[config.mk]
export PLATFORM = sky130hd
export DESIGN_NAME = load_store_unit
export DESIGN_NICKNAME = d
export VERILOG_FILES = /design/src/rtl/cpu_bus_pkg.sv /design/src/rtl/load_store_unit.sv
export SDC_FILE = /design/constraint.sdc
export NUM_CORES = 1
export LEC_CHECK = 0
export CAP_MARGIN = 20
export CORE_ASPECT_RATIO = 0.8
export CORE_UTILIZATION = 38
export DETAILED_ROUTE_END_ITERATION = 10
export PLACE_DENSITY = 0.75
export REMOVE_ABC_BUFFERS = 1
export SYNTH_ARGS = -nofsm -noshare
export SYNTH_HDL_FRONTEND = slang
export SYNTH_SLANG_ARGS = --single-unit
[constraint.sdc]
create_clock -name clk_i -period 1.6 [get_ports clk_i]
set_clock_uncertainty 0.05 [all_clocks]
set_input_delay 0.32 -clock clk_i [delete_from_list [all_inputs] [get_ports clk_i]]
set_output_delay 0.32 -clock clk_i [all_outputs]
set_load 0.02 [all_outputs]
[src/rtl/cpu_bus_pkg.sv]
// Shared definitions for the CPU data bus: load/store unit state encoding
// and the bus widths of the 256-entry, 8-bit data memory.
package cpu_bus_pkg;

   localparam int BUS_ADDR_W = 8;
   localparam int BUS_DATA_W = 8;

   // Load/store unit FSM states.
   typedef enum logic [1:0] {
      IDLE = 2'd0,
      BUS  = 2'd1,
      RESP = 2'd2
   } lsu_state_t;

endpackage

[src/rtl/load_store_unit.sv]
// Load/store unit: takes one request at a time from the execute stage,
// runs a single-beat cyc/stb/we/ack transaction on the data bus and returns
// a one-cycle response pulse. A watchdog ends unacknowledged transactions
// with an error response.
//
// Request handshake: a request transfers at a rising edge where both
// req_valid_i and req_ready_o are high; req_ready_o is high only in IDLE and
// the core holds the request stable until then. rsp_valid_o has no ready:
// it is a one-cycle pulse the core must take when it appears.
module load_store_unit
   import cpu_bus_pkg::*;
#(
   parameter int ADDR_W         = BUS_ADDR_W,
   parameter int DATA_W         = BUS_DATA_W,
   parameter int TIMEOUT_CYCLES = 15
) (
   input  logic              clk_i,
   input  logic              rst_i,
   input  logic              req_valid_i,
   output logic              req_ready_o,
   input  logic              req_we_i,
   input  logic [ADDR_W-1:0] req_addr_i,
   input  logic [DATA_W-1:0] req_data_i,
   output logic              rsp_valid_o,
   output logic [DATA_W-1:0] rsp_data_o,
   output logic              rsp_err_o,
   output logic              mem_cyc_o,
   output logic              mem_stb_o,
   output logic              mem_we_o,
   output logic [ADDR_W-1:0] mem_addr_o,
   output logic [DATA_W-1:0] mem_data_o,
   input  logic [DATA_W-1:0] mem_data_i,
   input  logic              mem_ack_i
);

   localparam int CNT_W = $clog2(TIMEOUT_CYCLES + 1);
   localparam logic [CNT_W-1:0] CNT_LAST = CNT_W'(TIMEOUT_CYCLES - 1);
   localparam logic [CNT_W-1:0] CNT_SAT  = {CNT_W{1'b1}};

   lsu_state_t        state_q, state_d;
   logic [CNT_W-1:0]  cnt_q, cnt_d;
   logic              cyc_q, cyc_d;
   logic              we_q, we_d;
   logic [ADDR_W-1:0] addr_q, addr_d;
   logic [DATA_W-1:0] wdata_q, wdata_d;
   logic              rsp_valid_q, rsp_valid_d;
   logic              rsp_err_q, rsp_err_d;
   logic [DATA_W-1:0] rsp_data_q, rsp_data_d;

   // Next-state, watchdog and response logic; every register holds by default.
   always_comb begin
      state_d     = state_q;
      cnt_d       = cnt_q;
      cyc_d       = cyc_q;
      we_d        = we_q;
      addr_d      = addr_q;
      wdata_d     = wdata_q;
      rsp_valid_d = 1'b0;
      rsp_err_d   = rsp_err_q;
      rsp_data_d  = rsp_data_q;

      case (state_q)
         IDLE: begin
            if (req_valid_i) begin
               state_d = BUS;
               cyc_d   = 1'b1;
               we_d    = req_we_i;
               addr_d  = req_addr_i;
               wdata_d = req_data_i;
               cnt_d   = '0;
            end
         end

         BUS: begin
            // Ack has priority over the watchdog at the same edge.
            if (mem_ack_i) begin
               state_d     = RESP;
               cyc_d       = 1'b0;
               rsp_valid_d = 1'b1;
               rsp_err_d   = 1'b0;
               rsp_data_d  = we_q ? wdata_q : mem_data_i;
            end else if (cnt_q == CNT_LAST) begin
               state_d     = RESP;
               cyc_d       = 1'b0;
               rsp_valid_d = 1'b1;
               rsp_err_d   = 1'b1;
               rsp_data_d  = '0;
            end else if (cnt_q != CNT_SAT) begin
               cnt_d = cnt_q + CNT_W'(1);
            end
         end

         // One forced idle bus cycle so the slave's registered read ack
         // from this transaction cannot be taken by the next one.
         RESP: begin
            state_d = IDLE;
         end

         default: begin
            state_d = IDLE;
            cyc_d   = 1'b0;
         end
      endcase
   end

   // State and datapath registers with synchronous reset.
   always_ff @(posedge clk_i) begin
      if (rst_i) begin
         state_q     <= IDLE;
         cnt_q       <= '0;
         cyc_q       <= 1'b0;
         we_q        <= 1'b0;
         addr_q      <= '0;
         wdata_q     <= '0;
         rsp_valid_q <= 1'b0;
         rsp_err_q   <= 1'b0;
         rsp_data_q  <= '0;
      end else begin
         state_q     <= state_d;
         cnt_q       <= cnt_d;
         cyc_q       <= cyc_d;
         we_q        <= we_d;
         addr_q      <= addr_d;
         wdata_q     <= wdata_d;
         rsp_valid_q <= rsp_valid_d;
         rsp_err_q   <= rsp_err_d;
         rsp_data_q  <= rsp_data_d;
      end
   end

   assign req_ready_o = (state_q == IDLE);
   assign rsp_valid_o = rsp_valid_q;
   assign rsp_err_o   = rsp_err_q;
   assign rsp_data_o  = rsp_data_q;
   assign mem_cyc_o   = cyc_q;
   assign mem_stb_o   = cyc_q;
   assign mem_we_o    = we_q;
   assign mem_addr_o  = addr_q;
   assign mem_data_o  = wdata_q;

endmodule

==> impl_metrics.env <==
export IMPL_status="finished with violations"
export IMPL_violations="DRC, setup timing"
export IMPL_rows=19
export IMPL_yosysUniqueCellTypes=36
export IMPL_hold_class="reg -> reg"
export IMPL_yosysWarnings=0
export IMPL_worst_pin_slew_ps=378.9
export IMPL_antenna_cells=0
export IMPL_grt_overflow=0
export IMPL_drtPass1Iterations=7
export IMPL_cellLeakagePower_nw=1.056
export IMPL_clk_pin_slew_ps=70
export IMPL_cp_data_arrival_time_ps=1810
export IMPL_syn_area_um2=1434
export IMPL_p_per_area_nw_per_um2=842.2
export IMPL_rsz0062_at_grt="true"
export IMPL_wirelength_um=3825
export IMPL_grt_pass1_wl_um=6361
export IMPL_setup_viol=2
export IMPL_pre_cts_slack_ps=-178.7
export IMPL_antenna_found_initial=0
export IMPL_critical_path_max_fanout=4
export IMPL_place_congestion=0.8222
export IMPL_drv_slew=0
export IMPL_relSlewSlack_pct=74.74
export IMPL_final_min_clock_period_ps=1645
export IMPL_critPathRequiredTime_ps=1760
export IMPL_ys_seq_area_share_pct=47.47
export IMPL_path_class="reg -> reg"
export IMPL_synth_main_ff_cell="dfxtp_1"
export IMPL_syn_avg_cell_area_um2=9.192
export IMPL_ant_nets=0
export IMPL_drive_gt1_share_pct=16.45
export IMPL_place_hpwl_um=2827
export IMPL_report_final_hold_viol_count=0
export IMPL_drt_iter0_drc=57
export IMPL_min_delay_path_depth=1
export IMPL_start_util_pct=40.75
export IMPL_synthArstFlopShare_pct=0
export IMPL_clock_sinks=34
export IMPL_fin_crit_sh_pct=102.8
export IMPL_fmax_mhz=608.1
export IMPL_cp_start_kind="flop"
export IMPL_cts_buffer_depth=2
export IMPL_core_area_um2=3518
export IMPL_fin_ws_ps=-44.56
export IMPL_syn_inst=156
export IMPL_reg2reg_to="cnt_q[1]"
export IMPL_cts_hold_buffers=0
export IMPL_htree_levels=2
export IMPL_root_buffer="clkbuf_8"
export IMPL_wire_per_inst_um=14.01
export IMPL_syn2layout_area_growth_pct=57.42
export IMPL_r2r_cells=5
export IMPL_ys_seq_elements=34
export IMPL_grt_usage_pct=20.40
export IMPL_power_w=0.001901
export IMPL_fp_dieW_um=70.68
export IMPL_ios=59
export IMPL_placement_io_buffers=58
export IMPL_viasPerCell=5.048
export IMPL_peakVddDrop_v=0.0006228
export IMPL_rrSetupSlack_ps=-40
export IMPL_via_count=1378
export IMPL_cp_slowest_cell="or4b_4"
export IMPL_end_kind="flop"
export IMPL_cpPeakStageDelay_ps=490
export IMPL_max_cap_violations=0
export IMPL_cts_tree="built"
export IMPL_clk_latency_ps=290
export IMPL_grt_pass1_vias=1367
export IMPL_hp_start="rsp_data_o[1]"
export IMPL_hold_end="rsp_data_o[1]"
export IMPL_r2r_start="cnt_q[0]"
export IMPL_dieArea_um2=4025
export IMPL_path_cells="inv_2 > ha_4 > o211a_1 > or4b_4 > o32ai_2"
export IMPL_dieHeight_um=56.94
export IMPL_numCtsBuffers=5
export IMPL_synth_edf_count=0
export IMPL_post_route_util_pct=64.15
export IMPL_nets=262
export IMPL_grt_max_degree=18
export IMPL_drc_errors=12
[cells in the mapped netlist (all sizes together) (2+ instances only)]
cell type | n | area share [%]
a211o | 2 | 1.2
a21oi | 22 | 7.9
a221oi | 3 | 2.3
buf | 8 | 3.3
clkbuf | 3 | 0.79
dfxtp | 34 | 47
ha | 2 | 1.7
inv | 4 | 1.0
mux2i | 8 | 5.6
nand2 | 35 | 9.2
nand2b | 4 | 1.7
nor2 | 3 | 0.79
nor2b | 2 | 0.87
o2bb2ai | 8 | 4.9
o31ai | 2 | 1.0
or4b | 2 | 1.7
[cell usage in the layout (no fill, tap or decap), types with 2 or more instances in the layout]
master / count
a211o_1: 2
a21oi_1: 21
a221oi_1: 2
buf_4: 20
clkbuf_8: 5
clkdlybuf4s50_1: 29
clkinv_2: 2
dfxtp_1: 33
dlygate4sd2_1: 23
dlymetal6s2s_1: 6
inv_1: 3
mux2i_1: 8
nand2_1: 35
nand2b_1: 4
nor2_1: 3
nor2b_1: 2
o2bb2ai_1: 8
o31ai_1: 2
[logic make-up after synthesis]
kind of cell    synth area share, %
simple gates                  18.76
compound gates                21.29
mux                           5.585
flops                         47.47
buf+inv                       5.148
fa+ha+maj                     1.745
[registers in the layout, summed over array words and instances, names as in the netlist]
register,cells
mem_data_o,8
mem_addr_o,8
state_q,2
mem_we_o,1
rsp_err_o,1
rsp_data_o,8
rsp_valid_o,1
mem_cyc_o,1
cnt_q,4
[layout make-up]
type	count	area, µm²
Fill cell	300	1261
Timing Repair Buffer	79	737.0
Multi-Input combinational cell	107	691.9
Sequential cell	34	681.9
Clock buffer	5	68.82
Tap cell	42	52.55
Inverter	4	15.01
Clock inverter	2	10.01
[power breakdown]
group / internal (W) / total, W / switching, W
Sequential: 0.000889 / 0.000916 / 0.0000263
Clock: 0.000292 / 0.000596 / 0.000304
Combinational: 0.000199 / 0.000390 / 0.000191
[routing by layer]
metal	track usage [%]	up-vias	part of all wire, %
li1	-	694	-
met1	25.03	634	45
met2	35.03	46	47
met3	6.007	4	6.6
met4	6.000	0	1.1
met5	0	-	0
[critical path, delay by kind of cell (launching register included)]
kind,cells,cell delay [ps]
adders and majority gates,1,160
and+or+nand+nor,1,490
buffers and inverters,1,60
AOI/OAI and AO/OA,2,430
DFF,1,370
[how the worst max path moves through the flow]
stage | startpoint | endpoint
after floorplan | cnt_q[0] | cnt_q[1]
after global placement | mem_ack_i | cnt_q[1]
after detailed placement | mem_ack_i | cnt_q[1]
after CTS | cnt_q[0] | cnt_q[1]
after global routing | cnt_q[0] | cnt_q[1]
final | cnt_q[0] | cnt_q[1]
[repair_timing]
action,CTS,global route
gates resized for setup,26,7
setup buffers,2,0
setup endpoints to repair,26,8
pin swaps,1,1
[metrics by stage]
step,instances,hold slack [ps],TNS (ps),area (µm²)
4_1_cts,273,411.3,-40.60,2232
2_1_floorplan,145,336.2,-71.34,1375
5_1_grt,273,426.5,-109.1,2257
3_3_place_gp,264,393.8,-2291,2163
3_5_place_dp,264,403.0,-3350,2163
6_report,273,407.4,-51.96,2257
No activity file was read; power rests on OpenSTA's default activity.
